## src/rtl/digit_serial_adder.sv

```systemverilog
// WIDTH-bit add/subtract unit that reuses one DIGIT-wide adder slice over WIDTH/DIGIT cycles,
// LSB digit first, with valid/ready handshakes on both sides.
module digit_serial_adder #(
    parameter int WIDTH = 8,
    parameter int DIGIT = 2
) (
    input  logic             clk,
    input  logic             rst,
    input  logic             in_valid,
    output logic             in_ready,
    input  logic [WIDTH-1:0] a,
    input  logic [WIDTH-1:0] b,
    input  logic             ci,
    input  logic             sub,
    output logic             out_valid,
    input  logic             out_ready,
    output logic [WIDTH-1:0] sum,
    output logic             co,
    output logic             ovf,
    output logic             busy
);

    localparam int NDIG = WIDTH / DIGIT;
    localparam int CW   = (NDIG > 1) ? $clog2(NDIG) : 1;

    if (WIDTH < 1 || DIGIT < 1 || (WIDTH % DIGIT) != 0) begin : g_bad_param
        $error("digit_serial_adder: WIDTH must be >= 1 and a multiple of DIGIT");
    end

    // Handshakes: a transfer happens on a rising edge where valid and ready are both high;
    // the producer/consumer must hold valid and its data until that edge.
    typedef enum logic [1:0] {IDLE, RUN, DONE} state_t;

    state_t           state;
    logic [WIDTH-1:0] a_r;
    logic [WIDTH-1:0] b_r;
    logic             c;
    logic [CW-1:0]    cnt;

    logic [DIGIT-1:0] a_d;
    logic [DIGIT-1:0] b_d;
    logic [DIGIT-1:0] s_d;
    logic             c_nxt;
    logic             ovf_d;

    // Operands shift right each RUN edge, so the slice always works on the low digit.
    always_comb begin
        a_d            = a_r[DIGIT-1:0];
        b_d            = b_r[DIGIT-1:0];
        {c_nxt, s_d}   = {1'b0, a_d} + {1'b0, b_d} + {{DIGIT{1'b0}}, c};
        // Equivalent to carry-into-MSB xor carry-out-of-MSB; only used on the MSB digit.
        ovf_d          = (a_d[DIGIT-1] ~^ b_d[DIGIT-1]) & (s_d[DIGIT-1] ^ a_d[DIGIT-1]);
    end

    always_ff @(posedge clk) begin
        if (rst) begin
            state <= IDLE;
            a_r   <= '0;
            b_r   <= '0;
            c     <= 1'b0;
            cnt   <= '0;
            sum   <= '0;
            co    <= 1'b0;
            ovf   <= 1'b0;
        end else begin
            unique case (state)
                IDLE: begin
                    if (in_valid) begin
                        a_r   <= a;
                        b_r   <= sub ? ~b : b;
                        c     <= sub ? ~ci : ci;
                        cnt   <= '0;
                        state <= RUN;
                    end
                end
                RUN: begin
                    a_r <= a_r >> DIGIT;
                    b_r <= b_r >> DIGIT;
                    // New digit enters at the top; after NDIG edges it has reached its slot.
                    sum <= (sum >> DIGIT) | (WIDTH'(s_d) << (WIDTH - DIGIT));
                    c   <= c_nxt;
                    if (cnt == CW'(NDIG - 1)) begin
                        co    <= c_nxt;
                        ovf   <= ovf_d;
                        state <= DONE;
                    end else begin
                        cnt <= cnt + 1'b1;
                    end
                end
                DONE: begin
                    if (out_ready) begin
                        state <= IDLE;
                    end
                end
                default: state <= IDLE;
            endcase
        end
    end

    assign in_ready  = (state == IDLE);
    assign out_valid = (state == DONE);
    assign busy      = (state != IDLE);

endmodule
```

## config.mk

```make
export PLATFORM = sky130hd
export DESIGN_NAME = digit_serial_adder
export DESIGN_NICKNAME = d
export VERILOG_FILES = /design/src/rtl/digit_serial_adder.sv
export SDC_FILE = /design/constraint.sdc
export NUM_CORES = 1
export LEC_CHECK = 0
export ABC_AREA = 0
export CORE_UTILIZATION = 42
export CTS_CLUSTER_SIZE = 25
export DETAILED_ROUTE_END_ITERATION = 8
export PLACE_DENSITY = 0.78
export SLEW_MARGIN = 20
export SYNTH_ARGS = -nofsm -noshare
export SYNTH_HDL_FRONTEND = slang
export SYNTH_SLANG_ARGS = --single-unit
```

## constraint.sdc

```tcl
create_clock -name clk -period 2.24 [get_ports clk]
set_clock_uncertainty 0.15 [all_clocks]
set_input_delay 0.224 -clock clk [delete_from_list [all_inputs] [get_ports clk]]
set_output_delay 0.224 -clock clk [all_outputs]
set_load 0.01 [all_outputs]
```

# [Yosys cells after proc, flatten, opt, wreduce, memory -nomap -nowiden]
# Cells that the tools add are included.
[word_totals] register_bits=31 elab_cells=46
[op_classes] add_sub_neg=3 n_eq_ne=7 n_mux=15 bitwise_logic=6 reduce_logical=7
[ops] cell="$pmux 8 s2" count=2
[ops] cell="$mux 8" count=3
[ops] cell="$mux 2" count=5
[ops] cell="$not 8->8" count=1
[ops] cell="$or 6x8->8" count=1
[ops] cell="$ne 2x2->1 const B" count=3
[ops] cell="$pmux 2 s3" count=1
[ops] cell="$reduce_and 3->1" count=2
[ops] cell="$eq 2x2->1 const B" count=2
[ops] cell="$pmux 2 s2" count=1
[ops] cell="$reduce_and 2->1" count=2
[ops] cell="$reduce_bool 2->1" count=2
[ops] cell="$add 2x2->3" count=1
[ops] cell="$add 3x1->3" count=1
[ops] cell="$add 2x1->2 const B" count=1
[ops] cell="$eq 2x1->1 const B" count=1
[ops] cell="$logic_not 2->1" count=1
[ops] cell="$mux 1" count=2
[ops] cell="$ne 2x1->1 const B" count=1
[ops] cell="$pmux 1 s2" count=1
[ops] cell="$and 1x1->1" count=1
[ops] cell="$not 1->1" count=1
[ops] cell="$xnor 1x1->1" count=1
[ops] cell="$xor 1x1->1" count=1

# [Logic depth before layout (Yosys ltp)]
[depth] ltp_word=4 mapped_depth=6

# [Worst setup path after synthesis]
# Ideal clock, no wire load.
[synth_path] path_kind="register to register" from="reg c" to="reg ovf" setup_ns=0.071 t_arrival_ns=1.803 setup_slack_ns=0.217 stages_incl_launch_ff=7 period_less_slack_ns=2.023 path_cell_list="dfxtp_1 inv_1 fa_1 fa_1 xor2_1 or3_1 a21oi_1"
[synth_between] elab_chain_len=3
[synth_rtl] element="start, declared" line="37" text="logic c;"
[synth_rtl] element="start signal, assigned" line="71" text="c <= sub ? ~ci : ci;"
[synth_rtl] element="start signal, assigned" line="81" text="c <= c_nxt;"
[synth_rtl] element="$add 3x1->3" line="50" text="{c_nxt, s_d} = {1'b0, a_d} + {1'b0, b_d} + {{DIGIT{1'b0}}, c};"
[synth_rtl] element="$xor 1x1->1" line="52" text="ovf_d = (a_d[DIGIT-1] ~^ b_d[DIGIT-1]) & (s_d[DIGIT-1] ^ a_d[DIGIT-1]);"
[synth_rtl] element="$and 1x1->1" line="52"
[synth_rtl] element="end signal, assigned" line="84" text="ovf <= ovf_d;"
[synth_rtl] element="end, declared" line="19" text="output logic ovf,"
# Every way passes these cells.
# A chain may end at the register's enable or synchronous reset.

# [Worst setup path after layout]
# Ends and elaborated chain as after synthesis.

==> results.cfg <==
[drt]
postRouteWirelength_um = 3170
final_antenna_net_count = 0
vias_per_cell = 5.39
drt-initial-drc-count = 73
drc = 0
first_pass_iters = 4
routedWlPerCell_um = 13.8
vias = 1234

[power]
cellLeakagePower_nw = 0.655
comb_power_share_pct = 19.0
powerDensity_nw_per_um2 = 632
p_int_mw = 0.844
ir_drop_uv = 321
pwr-share-clk_pct = 28.1
p_sw_share_pct = 27.2
switchingPower_mw = 0.315
total_power_mw = 1.16
power_frac_seq_pct = 52.9

[floorplanning]
core_area_um2 = 3150
die_y_um = 60.6
start_util_pct = 45.7
ios = 35
std_cell_rows = 20
dieWidth_um = 60.6
die-area_um2 = 3670

[synthesis]
synth_warnings = 0
seq_area_frac_synth_pct = 43.1
synth_compound_area_share_pct = 24.2
syn_inst = 151
syn-cell-area_um2 = 1440
synthAdderAreaFrac_pct = 4.52
synthXorXnorAreaFrac_pct = 6.08
ys_ff_latch = 31
synth-simple-area-share_pct = 14.3
synth_top_family_by_area = compound AO/OA/AOI/OAI gates
avgSynthCellArea_um2 = 9.54
muxShareOfSynthArea_pct = 0
synth_cell_types = 37
synth_nets = 177

[worst_setup_path]
cp.depth = 6
critPathCapture = ovf
cp.arrival_ps = 2260
critPathKind = flop to flop
worstSetupStartpoint = c
critPathTopFamily = adder cells
r2r_end = ovf
required_ps = 2350
end_kind = flop
slowest_stage = fa_1
startpoint_type = flop
worstPathMaxFanout = 2
rr_worst_depth = 6
r2r-start = c
slowest_delay_ps = 500
path_cells = inv_1 > fa_2 > fa_1 > xor2_1 > or3_1 > a21oi_2
rrSetupSlack_ps = 100
path_buf_inv = 1

[sta]
slew_violations = 0
rsz0062_at_grt = false
setup_violations = 0
min_period_ps = 2140
min_period_over_period_pct = 95.7
hold_ws_ps = 309
slew_headroom_pct = 67.3
tns_ps = 0
hold_viol = 0
max_freq_mhz = 466
tightest_slew_ps = 490

[run]
max_cap_violations = 0

[grt]
first_global_vias = 1266
overflow = 0
grt_pass1_wl_um = 5390
antenna_found_initial = 0
grt_max_degree = 25
grt_util_all_layers_pct = 20.1

[place]
globalplace.congestion = 0.786
port_buffers = 34
place.detailed.hpwl_um = 2340

[clocking]
cts_root_buffer = clkbuf_4
clkSinkCount = 31
cts_max_level = 2
cts.clk_slew.worst_paths_ps = 100
insertion_delay_ps = 320
postCtsSetupRepairBufs = 0
cts.path.max_buffers = 2
cts_hold_buffers = 0
tritoncts = done
cts_buffers = 5

[final_layout]
drive_above_1_share_pct = 13.0
area_delta_synth_final_pct = 27.5
antenna_cells = 0
utilization_pct = 58.2
fill_cells = 292
nets = 211

[worst_hold_path]
min_path_type = flop to flop

[status]
status = complete, no violations
## per-stage QoR
step / area [um2] / instances / setup slack [ps]
final: 1840 / 229 / 95.6
after global routing: 1840 / 229 / 10.7
after CTS: 1830 / 229 / 68.9
after detailed placement: 1770 / 222 / 104
after global placement: 1770 / 222 / 186
after floorplan: 1440 / 151 / 217
## power by group through the flow
stage	clock, mW	sequential [mW]	combinational (mW)
6_report	0.326	0.613	0.220
5_1_grt	0.356	0.618	0.244
4_1_cts	0.333	0.613	0.221
3_5_place_dp	0	0.625	0.220
3_3_place_gp	0	0.622	0.209
2_1_floorplan	0	0.617	0.153
## layer usage
metal  vias to the layer above  GRT usage (%)  part of all wire, %
met5                         -              0                    0
met4                         0           10.4                  2.0
met3                         9           6.61                  5.0
met2                        36           35.2                   51
met1                       592           21.7                   41
li1                        597              -                    -
## sequential cells by signal (all words and copies together), names as in the netlist
name,count
a_r,8
c,1
sum,8
cnt,2
state,2
ovf,1
b_r,8
co,1
## cells in the final DEF, fill, tap and decap left out, types with 4 or more instances in the layout
cell and n:
clkdlybuf4s50_1 34, dfxtp_1 31, nand2_1 20, nor2_1 13, a21oi_1 11, a22oi_1 10
inv_1 7, xnor2_1 7, o22ai_1 7, clkbuf_4 5, a21oi_2 4, a211oi_1 4
## cell type report
type,count,area [um2],share of cell area [%]
clock inverters,1,5.00,0.273
flip-flops and latches,31,621,33.8
well taps,44,55.1,3.00
multi-input cells,103,714,38.9
repair buffers,37,363,19.8
inverters,7,26.3,1.43
clock buffers,6,51.3,2.79
## worst register-to-register path, delay by kind of cell (launching register included)
family / cells / cell delay (ps)
flip-flops: 1 / 350
XOR/XNOR: 1 / 160
AND/OR/NAND/NOR: 1 / 330
AO/OA/AOI/OAI: 1 / 150
buffers and inverters: 1 / 60
adder cells (fa/ha/maj): 2 / 890
## logic make-up after synthesis
| group | after synthesis |
|---|---|
| fa+ha+maj | 4 |
| xor+xnor | 10 |
| buf+inv | 17 |
| simple gates | 43 |
| flops | 31 |
| compound gates | 46 |
## cell usage after synthesis
cell type	n	share of area (%)
nand3b_1	1	0.52
buf_4	1	0.52
dfxtp_1	31	43
or3_1	1	0.43
buf_8	1	1.0
a311oi_2	1	1.0
inv_1	7	1.8
a21oi_1	12	4.2
a22oi_1	10	5.2
fa_1	2	2.8
nor3b_4	1	1.3
nor2_1	13	3.4
clkbuf_1	1	0.26
ha_1	2	1.7
nand2_1	20	5.2
nor2b_1	2	0.87
a211oi_2	2	1.7
nand2b_1	1	0.43
o21bai_4	1	1.3
buf_1	1	0.26
buf_2	1	0.35
or2b_2	1	0.61
a32o_1	1	0.70
nor2b_2	1	0.61
buf_6	4	3.1
a221oi_1	2	1.2
clkbuf_2	1	0.35
a31o_2	1	0.61
xor2_1	3	1.8
a211oi_1	4	2.1
o22ai_1	7	3.0
xnor2_1	7	4.3
a2bb2oi_1	1	0.61
nor4_1	1	0.43
nor3b_1	1	0.52
o21ba_2	1	0.70
a21oi_2	3	1.8
## worst min path at each step
stage | from | to | depth (start not counted)
after CTS | a[3] | a_r[3] | 3
after detailed placement | sum[0] | sum[0] | 2
after floorplan | a[2] | a_r[2] | 2
after global placement | sum[0] | sum[0] | 2
after global routing | a[3] | a_r[3] | 3
final | sum[0] | sum[0] | 2
## repair_timing
action | CTS | global route
resized for setup | 0 | 2
hold endpoints to repair | 0 | 0
setup endpoints to repair | 0 | 1
Note: power is estimated with default switching activity, not from simulation.
